**src/rtl/control_unit_pkg.sv**
```systemverilog
// control_unit_pkg -- shared constants for the control unit and its decoder.
//   * ALU operation select codes (3 bits), matching the existing ALU.
//   * Instruction opcodes (instruction register bits [15:12], 4 bits).
//   * FSM state encoding (3 bits, FETCH = 000).
//   * ctrl_t: bundle of all control outputs, used to build them in one place.
package control_unit_pkg;

  // ALU operation select
  localparam logic [2:0] ALU_A     = 3'b000;
  localparam logic [2:0] ALU_NOT_A = 3'b001;
  localparam logic [2:0] ALU_ADD   = 3'b010;
  localparam logic [2:0] ALU_SUB   = 3'b011;  // a-b, or b-a with s_inm=1
  localparam logic [2:0] ALU_AND   = 3'b100;
  localparam logic [2:0] ALU_OR    = 3'b101;
  localparam logic [2:0] ALU_NEG_A = 3'b110;
  localparam logic [2:0] ALU_NEG_B = 3'b111;

  // Instruction opcodes; 0xxx is the R-type group, 1101..1111 are illegal
  localparam logic [3:0] OP_LI   = 4'b1000;
  localparam logic [3:0] OP_SUBI = 4'b1001;
  localparam logic [3:0] OP_J    = 4'b1010;
  localparam logic [3:0] OP_JZ   = 4'b1011;
  localparam logic [3:0] OP_JNZ  = 4'b1100;

  // FSM state encoding
  localparam logic [2:0] S_FETCH  = 3'b000;
  localparam logic [2:0] S_DECODE = 3'b001;
  localparam logic [2:0] S_EXEC   = 3'b010;
  localparam logic [2:0] S_WB     = 3'b011;
  localparam logic [2:0] S_HALT   = 3'b100;

  typedef struct packed {
    logic       halted;
    logic       ir_en;
    logic       pc_en;
    logic       s_inc;
    logic       we3;
    logic       wez;
    logic       s_inm;
    logic [2:0] op_alu;
  } ctrl_t;

  localparam ctrl_t CTRL_IDLE = '{halted: 1'b0, ir_en: 1'b0, pc_en: 1'b0, s_inc: 1'b0,
                                  we3: 1'b0, wez: 1'b0, s_inm: 1'b0, op_alu: 3'b000};

  // R-type instructions are the whole 0xxx group
  function automatic logic is_rtype(input logic [3:0] op);
    return (op[3] == 1'b0);
  endfunction

endpackage

```
**src/rtl/control_unit_decode.sv**
```systemverilog
// cu_decode -- purely combinational instruction decoder.
//   op_i         : latched opcode (op_q of the control unit)
//   zero_i       : registered zero flag from the datapath
//   op_alu_o     : ALU operation select for EXEC/WB
//   s_inm_o      : immediate operand / reversed subtract select
//   is_alu_o     : R-type, LI or SUBI (writes the register file)
//   is_jump_o    : J, JZ or JNZ
//   is_illegal_o : 1101..1111
//   jump_taken_o : jump condition evaluated against zero_i
module cu_decode
  import control_unit_pkg::*;
(
  input  logic [3:0] op_i,
  input  logic       zero_i,
  output logic [2:0] op_alu_o,
  output logic       s_inm_o,
  output logic       is_alu_o,
  output logic       is_jump_o,
  output logic       is_illegal_o,
  output logic       jump_taken_o
);

  // Opcode to instruction class, ALU select and jump condition
  always_comb begin
    op_alu_o     = ALU_A;
    s_inm_o      = 1'b0;
    is_alu_o     = 1'b0;
    is_jump_o    = 1'b0;
    is_illegal_o = 1'b0;
    jump_taken_o = 1'b0;
    if (is_rtype(op_i)) begin
      op_alu_o = op_i[2:0];
      is_alu_o = 1'b1;
    end else begin
      case (op_i)
        OP_LI: begin
          op_alu_o = ALU_NEG_B;
          s_inm_o  = 1'b1;
          is_alu_o = 1'b1;
        end
        OP_SUBI: begin
          op_alu_o = ALU_SUB;
          s_inm_o  = 1'b1;
          is_alu_o = 1'b1;
        end
        OP_J: begin
          is_jump_o    = 1'b1;
          jump_taken_o = 1'b1;
        end
        OP_JZ: begin
          is_jump_o    = 1'b1;
          jump_taken_o = zero_i;
        end
        OP_JNZ: begin
          is_jump_o    = 1'b1;
          jump_taken_o = ~zero_i;
        end
        default: begin
          is_illegal_o = 1'b1;
        end
      endcase
    end
  end

endmodule

```
**src/rtl/control_unit.sv**
```systemverilog
// control_unit -- multi-cycle sequencer: FETCH -> DECODE -> EXEC [-> WB] -> FETCH,
// with HALT on an illegal opcode (left only through reset).
//   clk       : clock, all state on rising edge
//   reset     : synchronous, active-low
//   mem_ready : instruction word at PC is valid (FETCH waits for it)
//   opcode    : IR[15:12], latched into op_q during DECODE
//   zero      : registered zero flag, used only in EXEC of JZ/JNZ
//   op_alu    : ALU operation select (EXEC and WB only)
//   s_inm     : immediate / reversed subtract select (EXEC and WB only)
//   ir_en, pc_en, s_inc, we3, wez : datapath enables
//   halted    : sequencer stopped
// Outputs are decoded from the current state (and mem_ready/zero where the
// FETCH handshake and jump condition need them) and forced to 0 while reset
// is low, so an instruction interrupted by reset never writes.
module control_unit
  import control_unit_pkg::*;
(
  input  logic       clk,
  input  logic       reset,
  input  logic       mem_ready,
  input  logic [3:0] opcode,
  input  logic       zero,
  output logic [2:0] op_alu,
  output logic       s_inm,
  output logic       ir_en,
  output logic       pc_en,
  output logic       s_inc,
  output logic       we3,
  output logic       wez,
  output logic       halted
);

  logic [2:0] state_q, state_d;
  logic [3:0] op_q, op_d;
  ctrl_t      ctrl_s;

  logic [2:0] dec_op_alu_s;
  logic       dec_s_inm_s;
  logic       dec_is_alu_s;
  logic       dec_is_jump_s;
  logic       dec_is_illegal_s;
  logic       dec_taken_s;

  cu_decode u_decode (
    .op_i         (op_q),
    .zero_i       (zero),
    .op_alu_o     (dec_op_alu_s),
    .s_inm_o      (dec_s_inm_s),
    .is_alu_o     (dec_is_alu_s),
    .is_jump_o    (dec_is_jump_s),
    .is_illegal_o (dec_is_illegal_s),
    .jump_taken_o (dec_taken_s)
  );

  // Next-state and opcode latch logic
  always_comb begin
    state_d = state_q;
    op_d    = op_q;
    case (state_q)
      S_FETCH: begin
        if (mem_ready) begin
          state_d = S_DECODE;
        end else begin
          state_d = S_FETCH;
        end
      end
      S_DECODE: begin
        op_d    = opcode;
        state_d = S_EXEC;
      end
      S_EXEC: begin
        if (dec_is_alu_s) begin
          state_d = S_WB;
        end else if (dec_is_illegal_s) begin
          state_d = S_HALT;
        end else begin
          state_d = S_FETCH;
        end
      end
      S_WB: begin
        state_d = S_FETCH;
      end
      S_HALT: begin
        state_d = S_HALT;
      end
      default: begin
        // Unused encodings recover to FETCH
        state_d = S_FETCH;
      end
    endcase
  end

  // State and opcode registers with synchronous active-low reset
  always_ff @(posedge clk) begin
    if (!reset) begin
      state_q <= S_FETCH;
      op_q    <= 4'b0000;
    end else begin
      state_q <= state_d;
      op_q    <= op_d;
    end
  end

  // Output decode; everything is held at 0 while reset is low
  always_comb begin
    ctrl_s = CTRL_IDLE;
    if (!reset) begin
      ctrl_s = CTRL_IDLE;
    end else begin
      case (state_q)
        S_FETCH: begin
          if (mem_ready) begin
            ctrl_s.ir_en = 1'b1;
            ctrl_s.pc_en = 1'b1;
            ctrl_s.s_inc = 1'b1;
          end else begin
            ctrl_s = CTRL_IDLE;
          end
        end
        S_EXEC: begin
          if (dec_is_alu_s) begin
            ctrl_s.op_alu = dec_op_alu_s;
            ctrl_s.s_inm  = dec_s_inm_s;
            ctrl_s.wez    = 1'b1;
          end else if (dec_is_jump_s && dec_taken_s) begin
            // Taken jump loads the target; s_inc stays 0
            ctrl_s.pc_en = 1'b1;
          end else begin
            ctrl_s = CTRL_IDLE;
          end
        end
        S_WB: begin
          // op_q is unchanged since EXEC, so the decoder still holds the ALU select
          ctrl_s.op_alu = dec_op_alu_s;
          ctrl_s.s_inm  = dec_s_inm_s;
          ctrl_s.we3    = 1'b1;
        end
        S_HALT: begin
          ctrl_s.halted = 1'b1;
        end
        default: begin
          ctrl_s = CTRL_IDLE;
        end
      endcase
    end
  end

  assign op_alu = ctrl_s.op_alu;
  assign s_inm  = ctrl_s.s_inm;
  assign ir_en  = ctrl_s.ir_en;
  assign pc_en  = ctrl_s.pc_en;
  assign s_inc  = ctrl_s.s_inc;
  assign we3    = ctrl_s.we3;
  assign wez    = ctrl_s.wez;
  assign halted = ctrl_s.halted;

endmodule

```
**config.mk**
```make
export PLATFORM = sky130hd
export DESIGN_NAME = control_unit
export DESIGN_NICKNAME = d
export VERILOG_FILES = /design/src/rtl/control_unit_pkg.sv /design/src/rtl/control_unit_decode.sv /design/src/rtl/control_unit.sv
export SDC_FILE = /design/constraint.sdc
export NUM_CORES = 1
export LEC_CHECK = 0
export CAP_MARGIN = 5
export CORE_MARGIN = 2
export CORE_UTILIZATION = 28
export CTS_CLUSTER_DIAMETER = 100
export CTS_CLUSTER_SIZE = 14
export DETAILED_ROUTE_END_ITERATION = 7
export GPL_TIMING_DRIVEN = 0
export MAX_ROUTING_LAYER = met4
export PLACE_DENSITY = 0.64
export SYNTH_ARGS = -nofsm -noshare
export SYNTH_HDL_FRONTEND = slang
export SYNTH_SLANG_ARGS = --single-unit
```
**constraint.sdc**
```tcl
create_clock -name clk -period 2.8 [get_ports clk]
set_input_delay 0.28 -clock clk [delete_from_list [all_inputs] [get_ports clk]]
set_output_delay 0.28 -clock clk [all_outputs]
set_load 0.01 [all_outputs]
```
==> results of run 1 <==
==> critical path: cells and delay by family <==
kind	cells	cell delay (ns)
compound gates	1	0.14
buf+inv	2	1.12
simple gates	2	0.64
==> cells in the mapped netlist, drive strengths merged <==
master  n  area share (%)
dfxtp   7              31
nor2b   6             8.3
mux2i   4             8.8
nor2    4             3.3
a21oi   3             3.3
inv     3             2.5
nand2   3             2.5
nor3b   3             8.6
nor4b   3             5.8
buf     2             2.8
nand4b  2             3.9
o21a    2             3.3
a211oi  1             1.7
a31oi   1             1.4
and3    1             1.4
and3b   1             1.9
clkbuf  1            0.83
nand2b  1             1.4
nor3    1             1.1
o21bai  1             1.7
o22ai   1             1.4
or3     1             1.4
or3b    1             1.9
==> power by group <==
part	internal [mW]	leakage [nW]	total, mW	switching (mW)
Combinational	0.0352	0.156	0.0597	0.0244
Clock	0.0524	0.0177	0.0941	0.0417
Sequential	0.106	0.0572	0.114	0.00821
Total	0.193	0.231	0.268	0.0744
==> metal layers <==
layer  vias to the layer above  part of all wire (%)  GRT usage (%)
met4                         0                  0.60           7.27
met5                         -                     0              -
met2                        13                    47           18.5
met1                       201                    49           14.1
met3                         2                   3.2           2.45
li1                        231                     -              -
==> area by class of cell <==
cell class / instances / area [µm²]
Buffer: 3 / 16.3
Clock buffer: 3 / 22.5
Clock inverter: 1 / 5.00
Fill cell: 150 / 836
Inverter: 3 / 11.3
Multi-Input combinational cell: 40 / 285
Sequential cell: 7 / 140
Tap cell: 16 / 20.0
Timing Repair Buffer: 17 / 170
==> cells by family after synthesis <==
logic type | count (synthesis)
DFF | 7
muxes | 4
buffers and inverters | 6
and+or+nand+nor | 27
AOI/OAI and AO/OA | 9
==> metrics by stage <==
stage / worst slack (ns) / hold slack (ns)
floorplan: 1.27 / 0.408
global placement: 0.315 / 0.559
detailed placement: 0.307 / 0.568
CTS: 0.315 / 0.578
global route: 0.220 / 0.621
finish: 0.335 / 0.580
==> sequential cells by signal, summed over array words and instances, names as in the netlist <==
signal	count
op_q	4
state_q	3
==> final timing paths <==
path                              start              endpoint  slack (ns)  cells past startpoint
setup / recovery                  reset                 pc_en        0.33                      5
hold / removal     op_q[3]$_SDFFE_PN0P_  op_q[3]$_SDFFE_PN0P_        0.58                      2
setup reg to reg  state_q[0]$_SDFF_PN0_  op_q[3]$_SDFFE_PN0P_        1.60                      3
hold reg to reg    op_q[3]$_SDFFE_PN0P_  op_q[3]$_SDFFE_PN0P_        0.58                      2
==> key figures, run 1 <==
Worst hold path
  • HP Class: reg -> reg

STA
  • Least-Margin Pin Slew: 0.308 ns
  • Number of hold violations in the final report: 0
  • Tcrit/Tclk final: 88.0%
  • Setup violations, final: 0
  • Fin crit period: 2.47 ns
  • Setup TNS: 0 ns
  • Max-slew violation count: 0
  • Fmax: 406 MHz
  • Unrepaired setup endpoints after global routing: false
  • Rel. slew slack: 79.5%
  • Max Clock Skew: 0.00752 ns

Clocking
  • CTS tree: yes
  • Root Buffer: clkbuf_4
  • TritonCTS Sinks: 7
  • CTS buffer count: 3
  • PostCTS Resize Cnt: 0
  • CTS Buffer Depth: 2
  • # hold bufs at CTS: 0
  • Worst-Skew Late Latency: 0.25 ns
  • Post-CTS Setup Bufs: 0
  • Clk slew on worst S/H paths: 0.06 ns
  • H-tree depth: 1

Logic synthesis
  • Syn nets: 61
  • Cell area after synthesis: 453 µm²
  • Mapped Cells: 53
  • Synth Register Bits: 7
  • Main combinational cell family by area after synthesis: simple AND/OR/NAND/NOR gates
  • Syn Area/Cell: 8.55 µm²
  • Simple-Gate Fraction of Synth Area: 41.4%
  • Adder-cell share of the synthesized area: 0%
  • Synth Area in Compound Gates: 12.7%
  • Yosys Warn Count: 0
  • Mux contribution to synthesized area: 8.84%
  • Seq/Total Area, Yosys: 30.9%
  • XOR/XNOR share of the synthesized area: 0%
  • Unique masters post-synth: 26

Drt
  • Final WL: 1010 µm
  • DRT iter0 DRCs: 5
  • Via density: 4.97
  • Routed len/inst: 11.2 µm
  • DRC viols: 0
  • First-pass DRT Iterations: 3
  • Vias post-DR: 447
  • Post-route ant nets: 0

Global route
  • Largest net degree at the start of global routing: 11
  • Gr ovfl total: 0
  • Vias in the first global route: 404
  • First-pass GRT wire length: 1690 µm
  • Total GRT Usage: 11.9%
  • Initial antenna violation count: 0

Critical path
  • Crit Path Class: in -> out
  • Worst setup SP type: input port
  • Signal arrival time at the worst endpoint: 2.19 ns
  • Worst EP required: 2.52 ns
  • CP max stage cell: clkdlybuf4s50_1
  • Worst path max stage delay: 0.58 ns
  • Worst-path fanout max: 8
  • Crit-path cells: clkdlybuf4s50_1, or3b_1, nor3b_2, o21bai_1, clkdlybuf4s50_1
  • Top cell by count, worst path: clkdlybuf4s50_1
  • CP endpoint kind: output port

Finish
  • Final core occ: 44.5%
  • Cell area after layout: 671 µm²
  • Non-Filler Instances: 90
  • Commonest cells after routing, fill and taps aside: clkdlybuf4s50_1 (17), dfxtp_1 (7), nor2b_1 (6)
  • Final net count: 83
  • Area Growth Syn to Fin: 48.1%
  • Layout cells sized above 1: 10.8%
  • Ant. Diodes: 0
  • Commonest non-fill, non-tap cell in the layout: clkdlybuf4s50_1

Outcome
  • Outcome: completed

Placement
  • GPL Wtd Cong: 0.745
  • Post-DP HPWL: 747 µm
  • Placed Cells: 86
  • I/O Buffers: 17
  • Placed inst area: 643 µm²

Floorplanning
  • Area of the core: 1510 µm²
  • Initial Utilization: 30.1%
  • Die Ht: 44.2 µm
  • DIE AREA: 1960 µm²
  • FP Rows: 14
  • Die X: 44.2 µm
  • IO Pins: 18

Power and ir drop
  • Leak: 0.231 nW
  • PwrDens: 399 nW/µm²
  • Pwr Total: 0.268 mW
  • Maximum vdd ir drop: 0.000222 V

Job
  • Max Cap Viol: 0
Note: power is estimated with default switching activity, not from simulation.
==> run 2: changes to the inputs <==
--- a/config.mk
+++ b/config.mk
@@ -14,6 +14,7 @@
 export GPL_TIMING_DRIVEN = 0
 export MAX_ROUTING_LAYER = met4
 export PLACE_DENSITY = 0.64
+export SKIP_CTS_REPAIR_TIMING = 1
 export SYNTH_ARGS = -nofsm -noshare
 export SYNTH_HDL_FRONTEND = slang
 export SYNTH_SLANG_ARGS = --single-unit
==> constraint.sdc (replaced) <==
create_clock -name clk -period 2.8 [get_ports clk]
set_input_delay 0.28 -clock clk [delete_from_list [all_inputs] [get_ports clk]]
set_output_delay 0.28 -clock clk [all_outputs]
set_load 0.02 [all_outputs]
==> results of run 2 <==
The final DEF is identical to that of run 1. Status: completed.
Main changes from that run: setup slack after placement 0.307 ns -> 0.239 ns; setup slack after layout 0.335 ns -> 0.267 ns; total power 0.268 mW -> 0.271 mW
==> run 3: changes to the inputs <==
--- a/config.mk
+++ b/config.mk
@@ -9,7 +9,6 @@
 export CORE_MARGIN = 2
 export CORE_UTILIZATION = 28
 export CTS_CLUSTER_DIAMETER = 100
-export CTS_CLUSTER_SIZE = 14
 export DETAILED_ROUTE_END_ITERATION = 7
 export GPL_TIMING_DRIVEN = 0
 export MAX_ROUTING_LAYER = met4
==> constraint.sdc (replaced) <==
create_clock -name clk -period 2.9 [get_ports clk]
set_input_delay 0.29 -clock clk [delete_from_list [all_inputs] [get_ports clk]]
set_output_delay 0.29 -clock clk [all_outputs]
set_load 0.02 [all_outputs]
==> results of run 3 <==
The final DEF is identical to that of run 1. Status: completed.
Main changes from that run: setup slack after placement 0.307 ns -> 0.319 ns; setup slack after layout 0.335 ns -> 0.347 ns; register-to-register setup slack 1.60 ns -> 1.70 ns; total power 0.268 mW -> 0.262 mW; worst IR drop on VDD 0.000222 V -> 0.000214 V
